<file path="src/rtl/uart_rx.sv">
// 8N1 UART receiver with a one-entry valid/ready holding register and error pulses.
// Define UART_RX_PARITY_EN to add a parity bit (sense set by PARITY_ODD) before the stop bit.
module uart_rx #(
  parameter int unsigned DIV        = 434,
  parameter int unsigned PARITY_ODD = 0
) (
  input  logic       i_clk,
  input  logic       i_rst,
  input  logic       i_rxd,
  output logic [7:0] o_data,
  output logic       o_valid,
  input  logic       i_ready,
  output logic       o_frm_err,
  output logic       o_overrun,
  output logic       o_par_err
);

  localparam int unsigned HALF  = DIV / 2;
  localparam int unsigned CNT_W = $clog2(DIV);
  localparam int unsigned IDX_W = 3;

  localparam logic [2:0] S_IDLE    = 3'd0;
  localparam logic [2:0] S_START   = 3'd1;
  localparam logic [2:0] S_DATA    = 3'd2;
  localparam logic [2:0] S_STOP    = 3'd4;
  localparam logic [2:0] S_WAIT_HI = 3'd5;
`ifdef UART_RX_PARITY_EN
  localparam logic [2:0] S_PARITY  = 3'd3;
`endif

  logic             rxd_meta;
  logic             rxd_s;
  logic [2:0]       state_q, state_d;
  logic [CNT_W-1:0] cnt_q, cnt_d;
  logic [IDX_W-1:0] idx_q, idx_d;
  logic [7:0]       shift_q, shift_d;
  logic             half_done_c;
  logic             bit_done_c;
  logic             deliver_c;
  logic             frm_err_c;
`ifdef UART_RX_PARITY_EN
  logic             par_bit_q, par_bit_d;
  logic             par_bad_c;
  logic             par_err_c;
`endif

  // Two-flop synchronizer; idle-high reset keeps a reset from looking like a start bit
  always_ff @(posedge i_clk) begin
    if (!i_rst) begin
      rxd_meta <= 1'b1;
      rxd_s    <= 1'b1;
    end else begin
      rxd_meta <= i_rxd;
      rxd_s    <= rxd_meta;
    end
  end

  assign half_done_c = (cnt_q == CNT_W'(HALF - 1));
  assign bit_done_c  = (cnt_q == CNT_W'(DIV - 1));
`ifdef UART_RX_PARITY_EN
  assign par_bad_c   = par_bit_q ^ (^shift_q) ^ 1'(PARITY_ODD);
`endif

  always_ff @(posedge i_clk) begin
    if (!i_rst) state_q <= S_IDLE;
    else        state_q <= state_d;
  end

  always_comb begin
    state_d   = state_q;
    cnt_d     = cnt_q + CNT_W'(1);
    idx_d     = idx_q;
    shift_d   = shift_q;
    deliver_c = 1'b0;
    frm_err_c = 1'b0;
`ifdef UART_RX_PARITY_EN
    par_bit_d = par_bit_q;
    par_err_c = 1'b0;
`endif
    case (state_q)
      S_IDLE: begin
        cnt_d = '0;
        if (!rxd_s) state_d = S_START;
      end
      S_START: begin
        if (half_done_c) begin
          cnt_d = '0;
          if (rxd_s) begin
            state_d = S_IDLE;
          end else begin
            state_d = S_DATA;
            idx_d   = '0;
          end
        end
      end
      S_DATA: begin
        if (bit_done_c) begin
          cnt_d   = '0;
          shift_d = {rxd_s, shift_q[7:1]};
          idx_d   = idx_q + IDX_W'(1);
`ifdef UART_RX_PARITY_EN
          if (idx_q == IDX_W'(7)) state_d = S_PARITY;
`else
          if (idx_q == IDX_W'(7)) state_d = S_STOP;
`endif
        end
      end
`ifdef UART_RX_PARITY_EN
      S_PARITY: begin
        if (bit_done_c) begin
          cnt_d     = '0;
          par_bit_d = rxd_s;
          state_d   = S_STOP;
        end
      end
`endif
      S_STOP: begin
        // Return to IDLE on the sample cycle so a back-to-back start edge is not missed
        if (bit_done_c) begin
          cnt_d   = '0;
          state_d = S_IDLE;
          if (!rxd_s) begin
            frm_err_c = 1'b1;
            state_d   = S_WAIT_HI;
`ifdef UART_RX_PARITY_EN
          end else if (par_bad_c) begin
            par_err_c = 1'b1;
`endif
          end else begin
            deliver_c = 1'b1;
          end
        end
      end
      S_WAIT_HI: begin
        cnt_d = '0;
        if (rxd_s) state_d = S_IDLE;
      end
      default: begin
        cnt_d   = '0;
        state_d = S_IDLE;
      end
    endcase
  end

  always_ff @(posedge i_clk) begin
    if (!i_rst) begin
      cnt_q   <= '0;
      idx_q   <= '0;
      shift_q <= '0;
    end else begin
      cnt_q   <= cnt_d;
      idx_q   <= idx_d;
      shift_q <= shift_d;
    end
  end

  // Holding register: a same-cycle accept frees the slot for the new byte
  always_ff @(posedge i_clk) begin
    if (!i_rst) begin
      o_data    <= '0;
      o_valid   <= 1'b0;
      o_frm_err <= 1'b0;
      o_overrun <= 1'b0;
    end else begin
      o_frm_err <= frm_err_c;
      o_overrun <= deliver_c & o_valid & ~i_ready;
      if (deliver_c && (!o_valid || i_ready)) begin
        o_data  <= shift_q;
        o_valid <= 1'b1;
      end else if (i_ready) begin
        o_valid <= 1'b0;
      end
    end
  end

`ifdef UART_RX_PARITY_EN
  always_ff @(posedge i_clk) begin
    if (!i_rst) begin
      par_bit_q <= 1'b0;
      o_par_err <= 1'b0;
    end else begin
      par_bit_q <= par_bit_d;
      o_par_err <= par_err_c;
    end
  end
`else
  logic unused_par_cfg;
  assign unused_par_cfg = 1'(PARITY_ODD);
  assign o_par_err      = 1'b0;
`endif

endmodule

</file>
<file path="config.mk">
export PLATFORM = sky130hd
export DESIGN_NAME = uart_rx
export DESIGN_NICKNAME = d
export VERILOG_FILES = /design/src/rtl/uart_rx.sv
export SDC_FILE = /design/constraint.sdc
export NUM_CORES = 1
export LEC_CHECK = 0
export ABC_AREA = 1
export BUFFER_PORTS_ARGS = -buffer_cell sky130_fd_sc_hd__buf_2
export CAP_MARGIN = 20
export CORE_ASPECT_RATIO = 1.2
export CORE_MARGIN = 1.5
export CORE_UTILIZATION = 45
export DETAILED_ROUTE_END_ITERATION = 8
export PLACE_DENSITY_LB_ADDON = 0.08
export SETUP_SLACK_MARGIN = 0.15
export SYNTH_ARGS = -nofsm -noshare
export SYNTH_HDL_FRONTEND = slang
export SYNTH_SLANG_ARGS = --single-unit
</file>
<file path="constraint.sdc">
create_clock -name i_clk -period 1.33 [get_ports i_clk]
set_input_delay 0.133 -clock i_clk [delete_from_list [all_inputs] [get_ports i_clk]]
set_output_delay 0.133 -clock i_clk [all_outputs]
set_load 0.05 [all_outputs]
</file>
==> results.tsv, run 1 <==
stage	metric	value	unit
yosys	ys_ff_latch	36	
global_route	grt_start_max_net_pins	17	
clocking	cts_tree	yes	
yosys	ys_top_cells_by_count	nor2_1, dfxtp_1, inv_1	
yosys	ys_types	34	
routing	drc	0	
timing	hold_ws	33.22	ps
die	start_util	47.04	%
yosys	synth-edff-count	0	
routing	vias	1466	
power_and_ir_drop	p_leak	0.9688	nW
critical_path	cp_max_fo	6	
cells_and_area	fill_cells	338	
critical_path	cp.required	1520	ps
timing	setup_viol	23	
clocking	cts_buffer_depth	2	
routing	routedWlPerCell	12.13	µm
yosys	synth.area.top_cells	dfxtp_1, nor2_1, inv_1, nand2_1, ha_1	
critical_path	path_class	reg -> reg	
routing	drtAntennaViolNets	0	
power_and_ir_drop	switching_share	38.21	%
routing	via_per_inst	4.822	
clocking	cts_htree_levels	2	
routing	drtPass1Iterations	4	
run_status	failed_checks	setup timing	
yosys	synthCells	216	
clocking	root_buffer	clkbuf_8	
power_and_ir_drop	power	0.003393	W
placed_design	dp_hpwl	2526	µm
clocking	cts.clk_slew.worst_paths	70	ps
critical_path	cp_data_arrival_time	1640	ps
global_route	grt_pass1_wl	5996	µm
cells_and_area	fin_util	60.23	%
yosys	ys_seq_area_share	42.17	%
routing	routed_wl	3689	µm
die	fp.dieArea	4178	µm²
critical_path	critPathTopFamily	simple AND/OR/NAND/NOR gates	
die	row_count	24	
timing	finalHoldViolations	0	
critical_path	crit_top_cell	nand2_4	
routing	drt_iter0_drc	58	
cells_and_area	fin_nets	260	
timing	slew_violations	0	
yosys	synth_ff_type	dfxtp_1	
timing	fin_skew	5.183	ps
timing	timing.final.ws_setup	-127.9	ps
yosys	yosys.area.top_type	dfxtp_1	
power_and_ir_drop	pwr-share-clk	26.1	%
cells_and_area	antennaDiodeCount	0	
yosys	netlist_area	1709	µm²
global_route	grt_overflow	0	
timing	fin_crit	1458	ps
power_and_ir_drop	p_sw	0.001297	W
power_and_ir_drop	ir_worst_vdd	1.047	mV
job	drv_cap	0	
critical_path	cp_slowest_cell	dfxtp_2	
cells_and_area	instances_no_fill	304	
worst_hold_path	hold_path.class	in -> reg	
global_route	grt_antenna_before_repair	0	
yosys	synth_fp_nets	225	
clocking	clock_latency	290	ps
global_route	grt.total_usage	18.86	%
timing	clock.fmax	685.9	MHz
global_route	grt_pass1_vias	1374	
die	die_w	59.26	µm
power_and_ir_drop	comb_power_share	36.4	%
critical_path	max_stage_delay	340	ps
yosys	postSynthAreaPerCell	7.913	µm²
critical_path	startpoint_type	flip-flop	
placed_design	place_inst	289	
timing	fin_crit_sh	109.6	%
placed_design	gp_congestion	0.8306	
run_status	status	finished with violations	
critical_path	crit_chain	inv_4 > ha_4 > nand2_4 > nor2_4 > nand2_4 > nand2_4 > nand2_4 > nor2_4 > inv_1 > nor2_1 > nor2_1	
die	io_pins	16	
cells_and_area	areaGrowthSynthToFinish	28.04	%
die	core	3633	µm²
power_and_ir_drop	p_per_area	1551	nW/µm²
clocking	numCtsBuffers	5	
clocking	cts.sinks	36	
timing	rsz0062_at_grt	true	
yosys	yosys_warnings	0	
yosys	async_flop_share	0	%
yosys	yosysTopAreaCellShare	42.17	%
clocking	ctsHoldBuffers	0	
power_and_ir_drop	seqPwrFrac	37.5	%
yosys	synth.most_common_cell	nor2_1	
critical_path	worst-path-buf-inv	2	
placed_design	io_buffers	14	
cells_and_area	drive_gt1_share	38.10	%
die	fp.dieH	70.51	µm
critical_path	cp-end-kind	flip-flop	
power_and_ir_drop	internal-power	0.002097	W
## kinds of logic (layout without fill, tap and decap cells)
logic type	after synthesis	after routing	synth area share (%)
fa+ha+maj	5	5	3.660
other cells	1	1	0.2194
compound gates	33	33	11.86
buf+inv	36	71	9.663
xor+xnor	5	5	2.563
flops	36	36	42.17
simple gates	100	101	29.87
## repair_timing
item / CTS / global route
setup endpoints to repair: 32 / 34
setup buffers: 1 / 5
resized for setup: 7 / 18
pin swaps: 6 / 14
cloned: 0 / 1
## path summary, 6_finish.rpt
path                                 end  depth (start not counted)      from  slack, ps
worst min register to register     rxd_s                          1  rxd_meta        420
worst min-delay path            rxd_meta                          2     i_rxd         30
worst max register to register  idx_q[0]                         11  cnt_q[1]       -130
worst max-delay path            idx_q[0]                         11  cnt_q[1]       -130
## power by group through the flow
stage	combinational (W)	clock (W)	sequential (W)
2_1_floorplan	0.000934	0	0.00127
3_3_place_gp	0.00107	0	0.00128
3_5_place_dp	0.00112	0	0.00128
4_1_cts	0.00114	0.000905	0.00126
5_1_grt	0.00138	0.000959	0.00128
6_report	0.00123	0.000887	0.00127
## area by class of cell
class | count | area [µm²] | area share (%)
Clock inverter | 2 | 12.51 | 0.5718
Sequential cell | 36 | 729.5 | 33.33
Tap cell | 52 | 65.06 | 2.973
Timing Repair Buffer | 31 | 210.2 | 9.606
Inverter | 32 | 130.1 | 5.946
Multi-Input combinational cell | 145 | 947.2 | 43.28
Clock buffer | 6 | 93.84 | 4.288
## cells in the final DEF, fill, tap and decap left out, types with 4 or more instances in the layout
cell      count
inv_1        24
nand3_1       4
nand2_1      19
buf_4        16
nor2_2        7
o21ai_1      12
nor2_4        5
nor2_1       39
o21ai_2       7
nand2_2       6
inv_2         4
nand2_4       6
clkbuf_8      5
inv_4         4
dfxtp_1      31
buf_2        14
a21oi_1       8
dfxtp_2       4
## state kept, by name (all words and copies together), names as in the netlist
name / cells
cnt_q: 9
o_data: 8
shift_q: 8
idx_q: 3
state_q: 3
o_frm_err: 1
o_overrun: 1
o_valid: 1
rxd_meta: 1
rxd_s: 1
## routing by layer
metal  vias up  part of all wire (%)  global-route usage, %
li1        745                     -                      -
met1       683                    43                  22.49
met2        30                    52                  31.01
met3         8                   3.0                  5.000
met4         0                   2.3                  8.333
met5         -                     0                      0
## through the flow
stage / TNS (ps) / setup WS (ps) / area (µm²)
finish: -1556 / -127.9 / 2188
global route: -4300 / -238.7 / 2188
floorplan: 0 / 37.37 / 1765
CTS: -947.9 / -67.39 / 2073
detailed placement: -548.3 / -75.60 / 1953
global placement: -67.08 / -29.29 / 1953
## worst register-to-register path: cells and delay by family (launching register included)
kind                     cells  cell delay, ps
adder cells (fa/ha/maj)      1             130
buffers and inverters        2             140
flip-flops                   1             340
AND/OR/NAND/NOR              8             740
(Power assumes the default switching activity.)
==> run 2, diff against run 1 <==
--- a/config.mk
+++ b/config.mk
@@ -8,7 +8,7 @@
 export ABC_AREA = 1
 export BUFFER_PORTS_ARGS = -buffer_cell sky130_fd_sc_hd__buf_2
 export CAP_MARGIN = 20
-export CORE_ASPECT_RATIO = 1.2
+export CORE_ASPECT_RATIO = 0.8
 export CORE_MARGIN = 1.5
 export CORE_UTILIZATION = 45
 export DETAILED_ROUTE_END_ITERATION = 8
==> results.tsv, run 2 (synthesis gave the netlist of run 1 again) <==
stage	metric	value	unit
timing	fin_crit_sh	106.8	%
cells_and_area	largest_reg_flops	9	
clocking	cts_htree_levels	2	
critical_path	rrSetupSlack	-90	ps
placed_design	io_buffers	14	
global_route	grt_overflow	0	
global_route	grt_antenna_before_repair	0	
routing	drtAntennaViolNets	0	
timing	setup_viol	26	
clocking	cts_tree	yes	
clocking	clock_latency	280	ps
cells_and_area	areaGrowthSynthToFinish	29.65	%
timing	finalHoldViolations	0	
critical_path	cp.required	1500	ps
power_and_ir_drop	ir_worst_vdd	0.8352	mV
run_status	failed_checks	setup timing	
cells_and_area	instances_no_fill	291	
worst_hold_path	hold_path.class	in -> reg	
global_route	grt.total_usage	17.79	%
die	row_count	19	
timing	fin_crit	1421	ps
critical_path	cp-end-kind	flip-flop	
routing	via_per_inst	4.986	
clocking	cts.sinks	36	
clocking	numCtsBuffers	5	
timing	timing.final.ws_setup	-90.52	ps
critical_path	path_class	reg -> reg	
critical_path	cp_data_arrival_time	1590	ps
routing	vias	1451	
die	start_util	48.25	%
timing	fin_skew	6.795	ps
power_and_ir_drop	switching_share	37.96	%
routing	routed_wl	3635	µm
critical_path	startpoint_type	flip-flop	
power_and_ir_drop	seqPwrFrac	36.3	%
job	drv_cap	0	
run_status	status	finished with violations	
routing	drtPass1Iterations	4	
power_and_ir_drop	p_sw	0.001330	W
clocking	root_buffer	clkbuf_8	
timing	rsz0062_at_grt	true	
cells_and_area	layout_commonest_cell	nor2_1	
die	io_pins	16	
clocking	cts_buffer_depth	2	
cells_and_area	fin_nets	257	
cells_and_area	fin_util	62.56	%
die	fp.dieH	58.12	µm
routing	met3_length	151	µm
routing	drt-met1-wl	1839	µm
timing	clock.fmax	704.0	MHz
power_and_ir_drop	p_leak	0.9523	nW
placed_design	place_inst	276	
global_route	grt_pass1_wl	5740	µm
routing	top_layer_used	met4	
power_and_ir_drop	internal-power	0.002174	W
cells_and_area	drive_gt1_share	41.37	%
cells_and_area	top_register	cnt_q	
power_and_ir_drop	p_per_area	1582	nW/µm²
routing	routedWlPerCell	12.49	µm
timing	tns	-1235	ps
routing	routed-wl-met2	1597	µm
timing	slew_violations	0	
critical_path	cp_max_fo	6	
clocking	ctsHoldBuffers	0	
routing	drt_iter0_drc	37	
routing	drc	0	
die	fp.dieArea	4179	µm²
global_route	grt_pass1_vias	1299	
power_and_ir_drop	comb_power_share	36.8	%
die	die_w	71.90	µm
die	core	3542	µm²
placed_design	dp_hpwl	2428	µm
power_and_ir_drop	pwr-share-clk	26.9	%
cells_and_area	antennaDiodeCount	0	
placed_design	gp_congestion	0.8406	
cells_and_area	mostFrequentLayoutCells	nor2_1, dfxtp_1, inv_1	
clocking	cts.clk_slew.worst_paths	70	ps
global_route	grt_start_max_net_pins	17	
cells_and_area	top_regs	cnt_q x9, o_data x8, shift_q x8	
cells_and_area	fill_cells	309	
placed_design	post-place-ws	-118.3	ps
[run 2: changes by cell type in the layout (fill, tap and decap cells not counted), moves of 2 or more]
cell	change
dfxtp_2	+2
o21ai_2	+5
o21ai_1	-6
buf_4	-4
ha_1	-2
dfxtp_1	-2
nor2_2	-2
ha_2	+2
[run 2: metal layers]
| layer | up-vias | global-route usage, % |
|---|---|---|
| li1 | 745 | - |
| met1 | 668 | 24.08 |
| met2 | 32 | 27.38 |
| met3 | 6 | 4.696 |
| met4 | 0 | 6.739 |
| met5 | - | 0 |
[run 2: path summary, 6_finish.rpt]
path,to,startpoint,cells past startpoint
max,idx_q[1],cnt_q[1],11
min,rxd_meta,i_rxd,2
max reg2reg,idx_q[1],cnt_q[1],11
min reg2reg,rxd_s,rxd_meta,1
[run 2: timing repair]
item                                    in CTS  in global routing
gates cloned                                 0                  2
pin swaps                                   13                  6
setup buffers                                4                  1
endpoints found under the setup margin      31                 33
gates resized for setup                     18                 23
endpoints found under the hold margin        0                  0
[run 2: area by class of cell]
| cell class | instances | area [µm²] | share of cell area [%] |
|---|---|---|---|
| Tap cell | 42 | 52.55 | 2.372 |
| Timing Repair Buffer | 27 | 180.2 | 8.131 |
| Clock inverter | 2 | 35.03 | 1.581 |
| Inverter | 32 | 135.1 | 6.098 |
| Clock buffer | 6 | 72.57 | 3.275 |
| Multi-Input combinational cell | 146 | 1008 | 45.51 |
| Sequential cell | 36 | 732.0 | 33.03 |
[run 2: worst max-delay path: stages (launching register included)]
cell and delay (ps):
dfxtp_2 330, inv_4 80, ha_4 140, nand2_4 50
nor2_4 90, nand2_4 100, nand2_4 110, nand2_4 70
nor2_4 140, nand2_1 70, o21ai_1 80, nor2_1 50
[run 2: power groups by stage]
stage / clock (W) / combinational (W) / sequential, W
after floorplan: 0 / 0.000934 / 0.00127
after global placement: 0 / 0.00107 / 0.00128
after detailed placement: 0 / 0.00110 / 0.00128
after CTS: 0.000957 / 0.00117 / 0.00126
after global routing: 0.00101 / 0.00143 / 0.00129
final: 0.000942 / 0.00129 / 0.00127
[run 2: metrics by stage]
stage | area, µm² | hold WS, ps | total power [W]
finish | 2216 | 40.52 | 0.003505
global route | 2216 | 31.28 | 0.003732
CTS | 2095 | 35.08 | 0.003391
detailed placement | 1906 | 330.3 | 0.002380
global placement | 1906 | 319.9 | 0.002346
floorplan | 1765 | 239.6 | 0.002200
==> run 3, diff against run 2 <==
--- a/config.mk
+++ b/config.mk
@@ -11,6 +11,7 @@
 export CORE_ASPECT_RATIO = 0.8
 export CORE_MARGIN = 1.5
 export CORE_UTILIZATION = 45
+export CTS_BUF_LIST = sky130_fd_sc_hd__clkbuf_8
 export DETAILED_ROUTE_END_ITERATION = 8
 export PLACE_DENSITY_LB_ADDON = 0.08
 export SETUP_SLACK_MARGIN = 0.15
==> results.tsv, run 3 (synthesis gave the netlist of run 1 again) <==
stage	metric	value	unit
critical_path	startpoint_type	flip-flop	
routing	routedWlPerCell	12.46	µm
routing	drc	0	
die	row_count	19	
die	start_util	48.25	%
global_route	grt_pass1_vias	1299	
timing	setup_viol	26	
clocking	cts_buffer_depth	2	
cells_and_area	largest_reg_flops	9	
routing	drt_iter0_drc	37	
timing	finalHoldViolations	0	
worst_hold_path	hold_path.class	in -> reg	
timing	fin_skew	6.754	ps
critical_path	cp_max_fo	6	
die	fp.dieArea	4179	µm²
die	core	3542	µm²
die	io_pins	16	
global_route	grt_antenna_before_repair	0	
critical_path	rrSetupSlack	-90	ps
job	drv_cap	0	
cells_and_area	mostFrequentLayoutCells	nor2_1, dfxtp_1, inv_1	
critical_path	cp_data_arrival_time	1590	ps
clocking	numCtsBuffers	5	
timing	fin_crit	1419	ps
power_and_ir_drop	p_leak	0.9565	nW
clocking	cts.sinks	36	
placed_design	gp_congestion	0.8406	
timing	fin_crit_sh	106.7	%
critical_path	setup.worst_path.end	idx_q[1]	
run_status	failed_checks	setup timing	
routing	drtPass1Iterations	4	
global_route	grt_pass1_wl	5740	µm
clocking	cts_htree_levels	2	
cells_and_area	post-route-cell-area	2216	µm²
worst_hold_path	hp-start	i_rxd	
timing	rsz0062_at_grt	true	
cells_and_area	drive_gt1_share	41.37	%
power_and_ir_drop	p_per_area	1578	nW/µm²
run_status	status	finished with violations	
routing	drtAntennaViolNets	0	
timing	tns	-1234	ps
global_route	grt_overflow	0	
global_route	grt_start_max_net_pins	17	
clocking	ctsHoldBuffers	0	
die	die_w	71.90	µm
placed_design	io_buffers	14	
cells_and_area	top_regs	cnt_q x9, o_data x8, shift_q x8	
routing	vias	1446	
global_route	grt.total_usage	17.79	%
timing	slew_violations	0	
critical_path	cp-end-kind	flip-flop	
cells_and_area	fin_nets	257	
power_and_ir_drop	ir_worst_vdd	0.8344	mV
timing	timing.final.ws_setup	-89.24	ps
critical_path	cp.required	1500	ps
critical_path	reg2reg_from	cnt_q[1]	
timing	clock.fmax	704.6	MHz
critical_path	critical_path.startpoint	cnt_q[1]	
placed_design	dp_hpwl	2428	µm
clocking	root_buffer	clkbuf_8	
cells_and_area	top_register	cnt_q	
cells_and_area	antennaDiodeCount	0	
clocking	clock_latency	280	ps
clocking	cts_tree	yes	
die	fp.dieH	58.12	µm
routing	via_per_inst	4.969	
critical_path	r2r_end	idx_q[1]	
cells_and_area	layout_commonest_cell	nor2_1	
routing	routed_wl	3625	µm
clocking	cts.clk_slew.worst_paths	70	ps
cells_and_area	areaGrowthSynthToFinish	29.65	%
critical_path	rr_worst_depth	11	
critical_path	path_class	reg -> reg	
placed_design	dpl_cell_area	1906	µm²
run 3: worst min-delay path by stage:
stage	depth (start not counted)	end	slack [ps]
after floorplan	1	rxd_meta	240
after global placement	2	rxd_meta	320
after detailed placement	2	rxd_meta	330
after CTS	2	rxd_meta	40
after global routing	2	rxd_meta	30
final	2	rxd_meta	40
run 3: through the flow:
| stage | setup WS [ps] | total power (W) | util, % | hold WS (ps) | instances |
|---|---|---|---|---|---|
| after floorplan | 37.37 | 0.002200 | - | 239.6 | 216 |
| after global placement | -47.55 | 0.002346 | 53.80 | 319.9 | 276 |
| after detailed placement | -118.3 | 0.002380 | 53.80 | 330.3 | 276 |
| after CTS | -101.4 | 0.003384 | 59.13 | 35.08 | 288 |
| after global routing | -204.6 | 0.003725 | 62.56 | 31.28 | 291 |
| final | -89.24 | 0.003496 | 62.56 | 40.66 | 291 |
run 3: where the power goes:
group | internal (W) | switching [W] | total (W)
combinational | 0.000440 | 0.000850 | 0.00129
sequential | 0.00118 | 0.0000939 | 0.00127
clock | 0.000549 | 0.000385 | 0.000933
run 3: layout make-up:
cell class,instances,area (µm²)
Clock buffer,5,68.82
Sequential cell,36,732.0
Inverter,32,135.1
Tap cell,42,52.55
Clock inverter,3,38.79
Multi-Input combinational cell,146,1008
Timing Repair Buffer,27,180.2
Fill cell,309,1326
run 3: critical path, stage by stage (launching register included):
cell	delay, ps
dfxtp_2	330
inv_4	80
ha_4	140
nand2_4	50
nor2_4	100
nand2_4	100
nand2_4	110
nand2_4	60
nor2_4	140
nand2_1	70
o21ai_1	80
nor2_1	50
run 3: repair_timing:
item                                    CTS  global route
endpoints found under the setup margin   31            33
pin swaps                                13             6
hold endpoints to repair                  0             0
gates resized for setup                  18            23
setup buffers                             4             1
gates cloned                              0             2
run 3: per-layer routing:
| metal | up-vias | GRT usage [%] | share of wire [%] |
|---|---|---|---|
| met5 | - | 0 | 0 |
| met3 | 4 | 4.696 | 5.5 |
| met4 | 0 | 6.739 | 1.2 |
| li1 | 745 | - | - |
| met1 | 665 | 24.08 | 50 |
| met2 | 32 | 27.38 | 44 |
